`src/rtl/alu_seq_if.sv`:
```
// Operation types and the request/result bundle for the sequential ALU.
// The control package lives here so the interface and the core share one definition.
package control;
   typedef enum logic [3:0] {
      OP_ADD, OP_SUB, OP_MUL, OP_DIV, OP_SHL, OP_ROL,
      OP_SHR, OP_ROR, OP_AND, OP_OR, OP_XOR, OP_NOT
   } alu_op_e;

   typedef enum logic [1:0] {
      FLAG_NONE, FLAG_ZERO, FLAG_CARRY, FLAG_REM
   } alu_flag_e;
endpackage

interface alu_seq_if #(parameter int DATA_WIDTH = 8);
   logic                    start_i;
   control::alu_op_e        op_i;
   control::alu_flag_e      flag_sel_i;
   logic [DATA_WIDTH-1:0]   a_i;
   logic [DATA_WIDTH-1:0]   b_i;
   logic                    busy_o;
   logic                    done_o;
   logic [DATA_WIDTH-1:0]   result_o;
   logic                    flag_o;

   modport master (
      output start_i, op_i, flag_sel_i, a_i, b_i,
      input  busy_o, done_o, result_o, flag_o
   );

   modport slave (
      input  start_i, op_i, flag_sel_i, a_i, b_i,
      output busy_o, done_o, result_o, flag_o
   );
endinterface

```
`src/rtl/alu_seq.sv`:
```
// Sequential ALU: single-cycle logic/arith ops, iterative shift-add MUL and restoring DIV.
// Define ALU_SEQ_MULDIV_EN to build the iterative datapath; otherwise MUL/DIV return zero in one cycle.
module alu_seq #(
   parameter int DATA_WIDTH = 8
) (
   input logic      clk,
   input logic      rst,
   alu_seq_if.slave bus
);
   import control::*;

   localparam int W = DATA_WIDTH;

`ifdef ALU_SEQ_MULDIV_EN
   localparam int CW = $clog2(W + 1);
   typedef enum logic [1:0] {S_IDLE, S_ITER, S_DONE} state_e;
`else
   typedef enum logic [1:0] {S_IDLE, S_DONE} state_e;
`endif

   state_e         state_q, state_d;
   logic           load_single;
   logic [W-1:0]   s_res;
   logic           s_carry;
   logic [W-1:0]   result_q;
   logic           flag_q;

   function automatic logic sel_flag(input alu_flag_e fs, input alu_op_e op,
                                     input logic [W-1:0] r, input logic c,
                                     input logic remnz);
      case (fs)
         FLAG_ZERO:  return (r == '0);
         FLAG_CARRY: return c;
         FLAG_REM:   return (op == OP_DIV) && remnz;
         default:    return 1'b0;
      endcase
   endfunction

`ifdef ALU_SEQ_MULDIV_EN
   logic           load_iter, iter_last, is_iter;
   alu_op_e        op_q;
   alu_flag_e      fsel_q;
   logic [W-1:0]   a_q, b_q;
   // hi/lo hold {partial product, multiplier} for MUL and {remainder, dividend} for DIV
   logic [W-1:0]   hi_q, lo_q, hi_d, lo_d;
   logic [CW-1:0]  cnt_q;
   logic [W:0]     m_sum, d_sh;
   logic [W-1:0]   d_sub;
   logic           it_carry, it_remnz;

   assign is_iter = (bus.op_i == OP_MUL) || ((bus.op_i == OP_DIV) && (bus.b_i != '0));

   always_comb begin
      hi_d  = hi_q;
      lo_d  = lo_q;
      m_sum = {1'b0, hi_q} + (lo_q[0] ? {1'b0, a_q} : '0);
      d_sh  = {hi_q, lo_q[W-1]};
      d_sub = d_sh[W-1:0] - b_q;
      if (op_q == OP_MUL) begin
         hi_d = m_sum[W:1];
         lo_d = {m_sum[0], lo_q[W-1:1]};
      end else if (d_sh >= {1'b0, b_q}) begin
         hi_d = d_sub;
         lo_d = {lo_q[W-2:0], 1'b1};
      end else begin
         hi_d = d_sh[W-1:0];
         lo_d = {lo_q[W-2:0], 1'b0};
      end
   end

   assign it_carry = (op_q == OP_MUL) && (hi_d != '0);
   assign it_remnz = (op_q == OP_DIV) && (hi_d != '0);
`endif

   always_comb begin
      s_res   = '0;
      s_carry = 1'b0;
      case (bus.op_i)
         OP_ADD: {s_carry, s_res} = {1'b0, bus.a_i} + {1'b0, bus.b_i};
         OP_SUB: begin
            s_res   = bus.a_i - bus.b_i;
            s_carry = (bus.a_i < bus.b_i);
         end
`ifdef ALU_SEQ_MULDIV_EN
         OP_DIV: if (bus.b_i == '0) begin
            s_res   = '1;
            s_carry = 1'b1;
         end
`endif
         OP_SHL: begin s_res = {bus.a_i[W-2:0], 1'b0};          s_carry = bus.a_i[W-1]; end
         OP_ROL: begin s_res = {bus.a_i[W-2:0], bus.a_i[W-1]};  s_carry = bus.a_i[W-1]; end
         OP_SHR: begin s_res = {1'b0, bus.a_i[W-1:1]};          s_carry = bus.a_i[0];   end
         OP_ROR: begin s_res = {bus.a_i[0], bus.a_i[W-1:1]};    s_carry = bus.a_i[0];   end
         OP_AND: s_res = bus.a_i & bus.b_i;
         OP_OR:  s_res = bus.a_i | bus.b_i;
         OP_XOR: s_res = bus.a_i ^ bus.b_i;
         OP_NOT: s_res = ~bus.a_i;
         default: ;
      endcase
   end

   always_ff @(posedge clk or posedge rst) begin
      if (rst) state_q <= S_IDLE;
      else     state_q <= state_d;
   end

   always_comb begin
      state_d     = state_q;
      load_single = 1'b0;
`ifdef ALU_SEQ_MULDIV_EN
      load_iter   = 1'b0;
      iter_last   = 1'b0;
`endif
      case (state_q)
         S_IDLE: if (bus.start_i) begin
`ifdef ALU_SEQ_MULDIV_EN
            if (is_iter) begin
               state_d   = S_ITER;
               load_iter = 1'b1;
            end else begin
               state_d     = S_DONE;
               load_single = 1'b1;
            end
`else
            state_d     = S_DONE;
            load_single = 1'b1;
`endif
         end
`ifdef ALU_SEQ_MULDIV_EN
         S_ITER: if (cnt_q == CW'(W - 1)) begin
            state_d   = S_DONE;
            iter_last = 1'b1;
         end
`endif
         S_DONE:  state_d = S_IDLE;
         default: state_d = S_IDLE;
      endcase
   end

   always_ff @(posedge clk or posedge rst) begin
      if (rst) begin
         result_q <= '0;
         flag_q   <= 1'b0;
`ifdef ALU_SEQ_MULDIV_EN
         op_q     <= OP_ADD;
         fsel_q   <= FLAG_NONE;
         a_q      <= '0;
         b_q      <= '0;
         hi_q     <= '0;
         lo_q     <= '0;
         cnt_q    <= '0;
`endif
      end else begin
         if (load_single) begin
            result_q <= s_res;
            flag_q   <= sel_flag(bus.flag_sel_i, bus.op_i, s_res, s_carry, 1'b0);
         end
`ifdef ALU_SEQ_MULDIV_EN
         if (load_iter) begin
            op_q   <= bus.op_i;
            fsel_q <= bus.flag_sel_i;
            a_q    <= bus.a_i;
            b_q    <= bus.b_i;
            hi_q   <= '0;
            lo_q   <= (bus.op_i == OP_MUL) ? bus.b_i : bus.a_i;
            cnt_q  <= '0;
         end
         if (state_q == S_ITER) begin
            hi_q  <= hi_d;
            lo_q  <= lo_d;
            cnt_q <= iter_last ? '0 : cnt_q + CW'(1);
         end
         // the final step's combinational value is the answer, so it lands with the DONE transition
         if (iter_last) begin
            result_q <= lo_d;
            flag_q   <= sel_flag(fsel_q, op_q, lo_d, it_carry, it_remnz);
         end
`endif
      end
   end

   assign bus.busy_o   = (state_q != S_IDLE);
   assign bus.done_o   = (state_q == S_DONE);
   assign bus.result_o = result_q;
   assign bus.flag_o   = flag_q;
endmodule

```
`src/flat_wrapper.sv`:
```
// flat-port wrapper written by rule: the top's interface ports become plain ports
module alu_seq_flat import control::*;
#(
   parameter int DATA_WIDTH = 8
)
  (clk, rst, bus_start_i, bus_op_i, bus_flag_sel_i, bus_a_i, bus_b_i, bus_busy_o, bus_done_o, bus_result_o, bus_flag_o);
  alu_seq_if #(.DATA_WIDTH(DATA_WIDTH)) bus_i ();
  input logic clk;
  input logic rst;
  input wire logic [$bits(bus_i.start_i)-1:0] bus_start_i;
  input wire logic [$bits(bus_i.op_i)-1:0] bus_op_i;
  input wire logic [$bits(bus_i.flag_sel_i)-1:0] bus_flag_sel_i;
  input wire logic [$bits(bus_i.a_i)-1:0] bus_a_i;
  input wire logic [$bits(bus_i.b_i)-1:0] bus_b_i;
  output wire logic [$bits(bus_i.busy_o)-1:0] bus_busy_o;
  output wire logic [$bits(bus_i.done_o)-1:0] bus_done_o;
  output wire logic [$bits(bus_i.result_o)-1:0] bus_result_o;
  output wire logic [$bits(bus_i.flag_o)-1:0] bus_flag_o;
  assign bus_i.start_i = bus_start_i;
  assign bus_i.op_i = bus_op_i;
  assign bus_i.flag_sel_i = bus_flag_sel_i;
  assign bus_i.a_i = bus_a_i;
  assign bus_i.b_i = bus_b_i;
  assign bus_busy_o = bus_i.busy_o;
  assign bus_done_o = bus_i.done_o;
  assign bus_result_o = bus_i.result_o;
  assign bus_flag_o = bus_i.flag_o;
  alu_seq #(.DATA_WIDTH(DATA_WIDTH)) u_core (.clk(clk), .rst(rst), .bus(bus_i));
endmodule
```
`config.mk`:
```
export PLATFORM = sky130hd
export DESIGN_NAME = alu_seq_flat
export DESIGN_NICKNAME = d
export VERILOG_FILES = /design/src/rtl/alu_seq_if.sv /design/src/rtl/alu_seq.sv /design/src/flat_wrapper.sv
export SDC_FILE = /design/constraint.sdc
export NUM_CORES = 1
export LEC_CHECK = 0
export CORE_MARGIN = 10
export CORE_UTILIZATION = 53
export CTS_CLUSTER_DIAMETER = 80
export CTS_CLUSTER_SIZE = 24
export DETAILED_ROUTE_END_ITERATION = 8
export PLACE_DENSITY = 0.81
export SLEW_MARGIN = 20
export SYNTH_ARGS = -nofsm -noshare
export SYNTH_HDL_FRONTEND = slang
export SYNTH_SLANG_ARGS = --single-unit
```
`constraint.sdc`:
```
create_clock -name clk -period 1.6 [get_ports clk]
set_input_delay 0.4 -clock clk [delete_from_list [all_inputs] [get_ports clk]]
set_output_delay 0.4 -clock clk [all_outputs]
set_load 0.02 [all_outputs]
```
==> impl_metrics.tcl, run 1 <==
set metrics [dict create \
    rows 21 \
    htree_levels 1 \
    stop_stage "clock tree synthesis" \
    die-height_um 78.9 \
    cts_sinks 10 \
    fp.dieW_um 78.9 \
    cts_resized 110 \
    status "aborted with a tool error" \
    synth_top_area_share_pct 19.7 \
    clockBufferDepth 2 \
    synth_area_leaders "ha_1 (20%), dfrtp_1 (14%), inv_1 (6.9%)" \
    synth_top_flop_cell "dfrtp_1" \
    post_cts_buffers 12 \
    synth-seq-cells 10 \
    avgSynthCellArea_um2 7.63 \
    portBuffers 35 \
    synth_cells 241 \
    routabilityCongestion 0.955 \
    synth_edf_count 0 \
    netlist_area_mm2 0.00184 \
    stop_error "[ERROR DPL-0038] Utilization greater than 100%, impossible to legalize" \
    io_pins 36 \
    synthDistinctLibCells 53 \
    cts_buffers 3 \
    place_ws_ps -1540 \
    root_buffer "clkbuf_4" \
    initial_core_util_pct 55.1 \
    synth_nets 297 \
    async_reset_ff_share_pct 100 \
    ctsHoldBuffers 0 \
    synth_area_leader_cell "ha_1" \
    hpwl_um 6550 \
    ys_warn_count 0 \
    ys_seq_area_share_pct 13.6 \
]
Yosys cell counts (2+ instances only):
cell / n
a2111oi_0: 2
a211oi_1: 2
a21oi_1: 19
a221oi_1: 2
a32oi_1: 3
buf_2: 3
buf_4: 2
buf_6: 2
clkbuf_1: 6
dfrtp_1: 10
fa_1: 2
ha_1: 29
inv_1: 34
mux2_2: 2
mux2i_1: 3
mux4_1: 2
mux4_2: 2
nand2_1: 27
nand2b_1: 6
nand3_1: 3
nand3b_1: 2
nand4_1: 2
nor2_1: 15
nor2b_1: 3
nor3_1: 2
o211ai_1: 3
o21ai_0: 18
o22ai_1: 3
o31ai_1: 5
xnor2_1: 2
xor2_1: 3
through the flow:
stage,cells,cell area (µm²)
2_1_floorplan,241,2010
3_3_place_gp,401,3020
3_5_place_dp,401,3020
kinds of logic after synthesis:
family          Yosys count  synth area share [%]
buf+inv                  49                  11.4
compound gates           74                  26.9
fa+ha+maj                31                  21.9
flops                    10                  13.6
mux                       9                  8.17
xor+xnor                  5                  2.38
simple gates             63                  15.6
==> run 2, diff against run 1 <==
--- a/config.mk
+++ b/config.mk
@@ -6,11 +6,9 @@
 export NUM_CORES = 1
 export LEC_CHECK = 0
 export CORE_MARGIN = 10
-export CORE_UTILIZATION = 53
-export CTS_CLUSTER_DIAMETER = 80
-export CTS_CLUSTER_SIZE = 24
+export CORE_UTILIZATION = 40
 export DETAILED_ROUTE_END_ITERATION = 8
-export PLACE_DENSITY = 0.81
+export PLACE_DENSITY_LB_ADDON = 0.15
 export SLEW_MARGIN = 20
 export SYNTH_ARGS = -nofsm -noshare
 export SYNTH_HDL_FRONTEND = slang
==> run 2 against run 1 <==
Compared with the run above:
- the flow now finishes, with violations (setup timing)
- synthesized cell count is the same
- synthesized area is the same
==> impl_metrics.tcl, run 2 <==
set metrics [dict create \
    ir_drop_v 0.000276 \
    netlist_area_mm2 0.00184 \
    ys_seq_area_share_pct 13.6 \
    setup-violations-final 9 \
    setup.worst_path.class "primary input to register" \
    drive_above_1_share_pct 54.3 \
    cp-start-kind "primary input" \
    routabilityCongestion 0.870 \
    cp-end-kind "register" \
    synth_area_leader_cell "ha_1" \
    drv_slew 0 \
    post-place-cells 402 \
    final_area_mm2 0.00355 \
    maxCapViolCount 0 \
    cts_buffers 3 \
    diodes 0 \
    worst_slew_pin_slew_ps 449 \
    ctsHoldBuffers 0 \
    synthAdderAreaFrac_pct 21.9 \
    cts_sinks 10 \
    die-height_um 87.8 \
    wl_per_cell_um 16.8 \
    cp_max_fo 3 \
    worstReg2RegStart "u_core.state_q[0]$_DFFE_PP0P_" \
    worstPathArrival_ps 2580 \
    wl_um 7090 \
    filler_cell_count 285 \
    synth_edf_count 0 \
    layout_common_cells "buf_4 (95), nand2_1 (25), inv_1 (15), dlygate4sd2_1 (15)" \
    rows 24 \
    ys_warn_count 0 \
    synth_compound_area_share_pct 26.9 \
    synth_top_area_share_pct 19.7 \
    setup_slack_ps -819 \
    via_per_inst 5.37 \
    regArea_um2 250 \
    worst_clock_skew_ps 0.0728 \
    synth_area_leaders "ha_1 (20%), dfrtp_1 (14%), inv_1 (6.9%)" \
    track_usage_pct 17.6 \
    final_common_cell "buf_4" \
    dpl_cell_area_mm2 0.00299 \
    dieArea_mm2 0.00771 \
    synth-xor-area-share_pct 2.38 \
    status "finished, violations left" \
    fmax_mhz 413 \
    grt_max_degree 15 \
    synth-seq-cells 10 \
    required_ps 1760 \
    hp-class "primary input to async pin" \
    p_per_area_mw_per_mm2 468 \
    core_mm2 0.00441 \
    min_period_over_period_pct 151 \
    layoutNonFillerInstCount 422 \
    ant_nets 0 \
    root_buffer "clkbuf_8" \
    synth_nets 297 \
    rsz0062_at_grt "true" \
    yosysMostFrequentCell "inv_1" \
    overflow 0 \
    grt_pass1_vias 2383 \
    finalHoldViolations 0 \
    clockBufferDepth 2 \
    synth-simple-area-share_pct 15.6 \
    leakage_nw 1.73 \
    fin_total_pwr_mw 1.66 \
    slew-limit-headroom_pct 69.9 \
    dr.pass1.iters 4 \
    synth_top_flop_cell "dfrtp_1" \
    io_pins 36 \
    area_growth_pct 93.3 \
    critPathLaunch "bus_a_i[0]" \
    htree_levels 1 \
    insertion_delay_ps 230 \
    largest_reg_flops 8 \
    synth_top_family_by_area "compound AO/OA/AOI/OAI gates" \
    grt_pass1_wl_um 11200 \
    detailroute.via_count 2267 \
    final_nets 428 \
    synth_common_cells "inv_1 (34), ha_1 (29), nand2_1 (27)" \
    initial_core_util_pct 41.6 \
    period_minus_slack_ps 2420 \
    synth_cells 241 \
    drt_iter0_drc 166 \
    post-route-drc-count 0 \
    violations "setup timing" \
    synthDistinctLibCells 53 \
    cts_tree "done" \
    portBuffers 35 \
    clk_pin_slew_ps 40 \
    avgSynthCellArea_um2 7.63 \
    hpwl_um 5270 \
    multi_input_area_mm2 0.00186 \
    async_reset_ff_share_pct 100 \
    antenna_found_initial 0 \
    fp.dieW_um 87.8 \
    synthMuxAreaShare_pct 8.17 \
]
[run 2: cell counts after synthesis]
No cell type changed its count.
[run 2: area by class of cell]
class / count / share of cell area, %
inverters: 35 / 4.68
clock buffers: 3 / 1.16
well taps: 52 / 1.83
repair buffers: 140 / 32.8
multi-input cells: 182 / 52.5
flip-flops and latches: 10 / 7.04
[run 2: routing by layer]
metal  wire, µm  global-route usage (%)  vias to the layer above
li1           -                       -                     1107
met2       3630                    31.6                       85
met5          0                       0                        -
met1       2920                    20.8                     1063
met3        370                    2.51                       12
met4        163                    5.22                        0
[run 2: report_power, final]
group          internal [mW]  switching, mW
combinational          0.575          0.545
sequential             0.284         0.0160
clock                  0.163         0.0814
total                   1.02          0.642
[run 2: through the flow]
stage               setup TNS (ps)  util (%)  hold slack [ps]  setup slack, ps
finish                       -4420      80.5              444             -819
global route                 -4970      80.5              485             -854
CTS                          -4680      76.2              457             -835
detailed placement          -10330      67.8              463            -1440
global placement             -9870      67.8              460            -1390
floorplan                    -2170         -              240             -596
[run 2: critical path: stages]
cell	delay, ps
buf_8	90
buf_12	100
inv_12	30
ha_4	150
fa_2	360
buf_6	130
xor2_1	130
a32oi_1	200
o21ai_1	120
o21ai_2	210
nand4_1	130
nor4_2	320
a41o_1	210
[run 2: path summary, 6_finish.rpt]
path,slack (ps),endpoint,cells after the start
worst max-delay path,-820,u_core.bus.flag_o$_DFFE_PP0P_,13
worst min-delay path,440,u_core.bus.result_o[2]$_DFFE_PP0P_,2
worst max register to register,130,u_core.bus.flag_o$_DFFE_PP0P_,5
worst min register to register,470,u_core.bus.result_o[3]$_DFFE_PP0P_,2
max in group asynchronous,890,u_core.bus.result_o[4]$_DFFE_PP0P_,2
min in group clk,470,u_core.bus.result_o[3]$_DFFE_PP0P_,2
[run 2: logic make-up after synthesis]
logic type	Yosys count
xor+xnor	5
simple gates	63
fa+ha+maj	31
buf+inv	49
flops	10
compound gates	74
mux	9
[run 2: what timing repair did]
action / in CTS / in global routing
setup endpoints to repair: 12 / 15
buffers inserted: 12 / 8
gates resized for setup: 94 / 42
pin swaps: 31 / 20
No activity file was read; power rests on OpenSTA's default activity.
==> run 3, diff against run 2 <==
--- a/config.mk
+++ b/config.mk
@@ -5,8 +5,8 @@
 export SDC_FILE = /design/constraint.sdc
 export NUM_CORES = 1
 export LEC_CHECK = 0
-export CORE_MARGIN = 10
-export CORE_UTILIZATION = 40
+export CORE_MARGIN = 8
+export CORE_UTILIZATION = 45
 export DETAILED_ROUTE_END_ITERATION = 8
 export PLACE_DENSITY_LB_ADDON = 0.15
 export SLEW_MARGIN = 20
==> run 3 against run 2 <==
Compared with the run above:
- the run still ends with setup timing left
- clock skew rose by 2.7 ps
- sequential cell count did not move
- sequential share of layout area fell by 0.23 points
- power rose by 12%
- non-clock buffer count rose by 2
- first-iteration DRC count rose by 86%
- critical endpoint unchanged
- largest cell class unchanged
==> impl_metrics.tcl, run 3 (synthesis results as in run 2) <==
set metrics [dict create \
    status "finished, violations left" \
    violations "setup timing" \
    maxCapViolCount 0 \
    grt_pass1_vias 2551 \
    routabilityCongestion 0.950 \
    detailroute.via_count 2743 \
    cp-end-kind "register" \
    leakage_nw 1.78 \
    overflow 0 \
    cp-start-kind "primary input" \
    fmax_mhz 366 \
    period_minus_slack_ps 2730 \
    final_nets 430 \
    track_usage_pct 24.7 \
    initial_core_util_pct 46.3 \
    io_pins 36 \
    cp_cell_sequence "buf_8 > buf_12 > inv_12 > ha_4 > fa_2 > buf_6 > xor2_2 > a32oi_1 > o21ai_1 > o21ai_2 > nand4_1 > nor4_4 > a41o_1" \
    required_ps 1770 \
    via_per_inst 6.48 \
    dieArea_mm2 0.00639 \
    place_ws_ps -1500 \
    multi_input_area_mm2 0.00192 \
    min_period_over_period_pct 171 \
    setup.worst_path.class "primary input to register" \
    insertion_delay_ps 240 \
    slew-limit-headroom_pct 67.7 \
    cpPeakStageDelay_ps 480 \
    core_mm2 0.00397 \
    drt_iter0_drc 308 \
    final_area_mm2 0.00368 \
    portBuffers 35 \
    hp-class "primary input to async pin" \
    grt_pass1_wl_um 12500 \
    diodes 0 \
    root_buffer "clkbuf_8" \
    setup_slack_ps -1130 \
    cp_num_cells 13 \
    hpwl_um 5460 \
    grt_max_degree 14 \
    rsz0062_at_grt "true" \
    die-height_um 79.9 \
    p_per_area_mw_per_mm2 508 \
    regArea_um2 250 \
    largest_reg_flops 8 \
    cts_tree "done" \
    rr_endpoint "u_core.bus.flag_o$_DFFE_PP0P_" \
    dr.pass1.iters 6 \
    r2r_setup_slack_ps -300 \
    filler_cell_count 147 \
    layout_common_cells "buf_4 (92), nand2_1 (26), inv_1 (16)" \
    cp_slowest_cell "nor4_4" \
    cp_max_fo 3 \
    worst_slew_pin_slew_ps 480 \
    worstPathArrival_ps 2900 \
    htree_levels 1 \
    critPathTopFamily "compound AO/OA/AOI/OAI gates" \
    antenna_found_initial 0 \
    fp.dieW_um 79.9 \
    rows 23 \
    clockBufferDepth 2 \
    ant_nets 0 \
    clk_pin_slew_ps 50 \
    finalHoldViolations 0 \
    cts_buffers 3 \
    wl_per_cell_um 24.7 \
    worstReg2RegStart "u_core.state_q[0]$_DFFE_PP0P_" \
    critPathLaunch "bus_a_i[0]" \
    drv_slew 0 \
    post-route-drc-count 0 \
    ctsHoldBuffers 0 \
    reg2regPathDepth 5 \
    cts_sinks 10 \
    wl_um 10500 \
    ir_drop_v 0.000283 \
    setup-violations-final 9 \
    crit_buf_inv 4 \
    final_common_cell "buf_4" \
    worst_clock_skew_ps 2.77 \
    dpl_cell_area_mm2 0.00297 \
    cp-endpoint "u_core.bus.flag_o$_DFFE_PP0P_" \
    area_growth_pct 100 \
    drive_above_1_share_pct 57.4 \
]
-- run 3: worst register-to-register path: cells and delay by family, from the launching register on --
kind             cells  cell delay [ps]
AO/OA/AOI/OAI        1              250
AND/OR/NAND/NOR      4             1190
flip-flops           1              380
-- run 3: report_power, final --
part | switching (mW) | leakage (nW) | total (mW) | internal (mW)
Combinational | 0.651 | 1.62 | 1.25 | 0.597
Sequential | 0.0173 | 0.133 | 0.300 | 0.283
Clock | 0.103 | 0.0288 | 0.320 | 0.217
-- run 3: routing by layer --
layer / GRT usage, % / vias up / part of all wire [%]
li1: - / 1119 / -
met1: 26.2 / 1268 / 34
met2: 46.2 / 256 / 48
met3: 2.82 / 100 / 9.5
met4: 13.3 / 0 / 7.9
met5: 0 / - / 0
-- run 3: worst min path at each step --
stage | startpoint | endpoint | slack (ps) | depth (start not counted)
after global placement | u_core.bus.result_o[3]$_DFFE_PP0P_ | u_core.bus.result_o[3]$_DFFE_PP0P_ | 460 | 2
after detailed placement | u_core.bus.result_o[2]$_DFFE_PP0P_ | u_core.bus.result_o[2]$_DFFE_PP0P_ | 470 | 2
after CTS | rst | u_core.bus.result_o[7]$_DFFE_PP0P_ | 450 | 2
final | rst | u_core.bus.result_o[2]$_DFFE_PP0P_ | 440 | 2
after global routing | rst | u_core.bus.result_o[7]$_DFFE_PP0P_ | 490 | 2
after floorplan | rst | u_core.bus.flag_o$_DFFE_PP0P_ | 240 | 1
-- run 3: repair_timing --
action,in CTS,in global routing
endpoints found under the setup margin,13,16
setup buffers,18,18
pin swaps,38,37
gates resized for setup,101,76
-- run 3: through the flow --
step / utilization, % / hold slack, ps / cells / setup TNS [ps] / power (mW)
after floorplan: - / 240 / 241 / -2170 / 0.758
after global placement: 74.7 / 460 / 395 / -9690 / 1.17
after detailed placement: 74.7 / 474 / 395 / -10370 / 1.20
after CTS: 86.8 / 455 / 417 / -5240 / 1.66
after global routing: 92.6 / 494 / 423 / -5700 / 1.95
final: 92.6 / 444 / 423 / -5240 / 1.87
-- run 3: final cells by class --
type / count / share of cell area (%)
Clock buffer: 4 / 1.50
Inverter: 35 / 4.53
Multi-Input combinational cell: 182 / 52.2
Sequential cell: 10 / 6.81
Tap cell: 50 / 1.70
Timing Repair Buffer: 142 / 33.2
==> run 4, diff against run 3 <==
--- a/config.mk
+++ b/config.mk
@@ -13,3 +13,4 @@
 export SYNTH_ARGS = -nofsm -noshare
 export SYNTH_HDL_FRONTEND = slang
 export SYNTH_SLANG_ARGS = --single-unit
+export TNS_END_PERCENT = 50
==> run 4 against run 3 <==
Compared with the run above:
- clock skew grew 7.2 ps
- combinational power barely moved
- die area did not move
- the run still ends with setup timing left
- power fell by 0.87%
- sequential power hardly changed
- final cell count is the same
- utilization fell by 2.3 points
- largest power group unchanged
- via count is 1.2% higher
==> impl_metrics.tcl, run 4 (synthesis results as in run 2) <==
set metrics [dict create \
    portBuffers 35 \
    setup-violations-final 9 \
    fmax_mhz 403 \
    filler_cell_count 166 \
    area_growth_pct 95.0 \
    hp-class "primary input to async pin" \
    cts_tree "done" \
    status "finished, violations left" \
    worst_slew_pin_slew_ps 580 \
    clockBufferDepth 2 \
    io_pins 36 \
    utilization_pct 90.3 \
    final_area_mm2 0.00358 \
    cts_sinks 10 \
    antenna_found_initial 0 \
    routabilityCongestion 0.986 \
    drive_above_1_share_pct 57.6 \
    slew-limit-headroom_pct 60.9 \
    fin_tns_setup_ps -4380 \
    crit_buf_inv 3 \
    final_nets 430 \
    initial_core_util_pct 46.3 \
    overflow 0 \
    wl_met1_um 3440 \
    finalHoldViolations 0 \
    root_buffer "clkbuf_8" \
    wl_per_cell_um 23.4 \
    wl_met3_um 1010 \
    fin_total_pwr_mw 1.85 \
    critPathTopFamily "compound AO/OA/AOI/OAI gates" \
    period_minus_slack_ps 2480 \
    leakage_nw 1.71 \
    htree_levels 1 \
    post-place-cells 397 \
    via_per_inst 6.56 \
    wl_um 9890 \
    dpl_cell_area_mm2 0.00293 \
    maxCapViolCount 0 \
    rsz0062_at_grt "true" \
    cts_buffers 3 \
    largest_reg_flops 8 \
    layoutNonFillerInstCount 423 \
    final_common_cell "buf_4" \
    fp.dieW_um 79.9 \
    drv_slew 0 \
    worstPathArrival_ps 2660 \
    insertion_delay_ps 250 \
    worst_clock_skew_ps 9.94 \
    topRoutingLayerUsed "met4" \
    cp_cell_sequence "buf_8 > inv_4 > ha_4 > fa_2 > buf_6 > xor2_1 > a32oi_1 > o21ai_1 > o21ai_2 > nand4_1 > nor4_2 > a41o_1" \
    grt_max_degree 12 \
    hpwl_um 5180 \
    fin_hold_ws_ps 457 \
    setup.worst_path.class "primary input to register" \
    p_per_area_mw_per_mm2 517 \
    dr.pass1.iters 5 \
    track_usage_pct 25.7 \
    cp_slowest_cell "fa_2" \
    clk_pin_slew_ps 60 \
    violations "setup timing" \
    post-route-drc-count 0 \
    layout_common_cells "buf_4 (91), nand2_1 (26), buf_6 (21)" \
    cp_num_cells 12 \
    required_ps 1780 \
    cp_max_fo 3 \
    grt_pass1_wl_um 13100 \
    drt_iter0_drc 415 \
    die-height_um 79.9 \
    reg2regPathDepth 5 \
    ant_nets 0 \
    dr_wl_met2_um 4580 \
    ir_drop_v 0.000455 \
    grt_pass1_vias 2640 \
    core_mm2 0.00397 \
    cp-end-kind "register" \
    dieArea_mm2 0.00639 \
    cp-start-kind "primary input" \
    min_period_over_period_pct 155 \
    detailroute.via_count 2776 \
    rows 23 \
    place_ws_ps -1510 \
    setup_slack_ps -883 \
    cpPeakStageDelay_ps 360 \
    diodes 0 \
]
[run 4: changes by cell type in the layout (fill, tap and decap cells not counted), moves of 3 or more]
cell / delta
buf_6: +9
a21oi_2: -5
dlymetal6s2s_1: -5
inv_4: +5
a21oi_1: +3
buf_2: +3
clkdlybuf4s15_1: -3
dlygate4sd2_1: +3
o31ai_2: +3
[run 4: power by group]
group          internal [mW]  switching, mW
Sequential             0.283         0.0179
Clock                  0.217          0.116
Combinational          0.586          0.632
Total                   1.09          0.766
[run 4: timing repair]
action / CTS / global route
hold buffers: 0 / 0
gates resized for setup: 172 / 32
endpoints found under the setup margin: 16 / 13
pin swaps: 44 / 27
buffers inserted: 17 / 5
[run 4: final cells by class]
type	instances	area, µm²	area share, %
timing repair buffer	142	1190	33.3
sequential	10	250	6.98
multi-input combinational	182	1860	51.8
inverter	35	166	4.64
clock buffer	4	55.1	1.54
tap	50	62.6	1.75
[run 4: routing by layer]
metal,up-vias,track usage (%)
met5,-,0
met4,0,12.5
met3,104,4.50
met2,267,45.3
met1,1294,28.9
li1,1111,-
[run 4: final timing paths]
kind                                                         start                            endpoint  slack [ps]
worst max-delay path                                    bus_a_i[0]       u_core.bus.flag_o$_DFFE_PP0P_        -880
worst min-delay path                                           rst  u_core.bus.result_o[1]$_DFFE_PP0P_         460
worst max register to register       u_core.state_q[0]$_DFFE_PP0P_       u_core.bus.flag_o$_DFFE_PP0P_        -150
worst min register to register  u_core.bus.result_o[3]$_DFFE_PP0P_  u_core.bus.result_o[3]$_DFFE_PP0P_         490
max in group asynchronous                                      rst  u_core.bus.result_o[5]$_DFFE_PP0P_         840
min in group clk                u_core.bus.result_o[3]$_DFFE_PP0P_  u_core.bus.result_o[3]$_DFFE_PP0P_         490
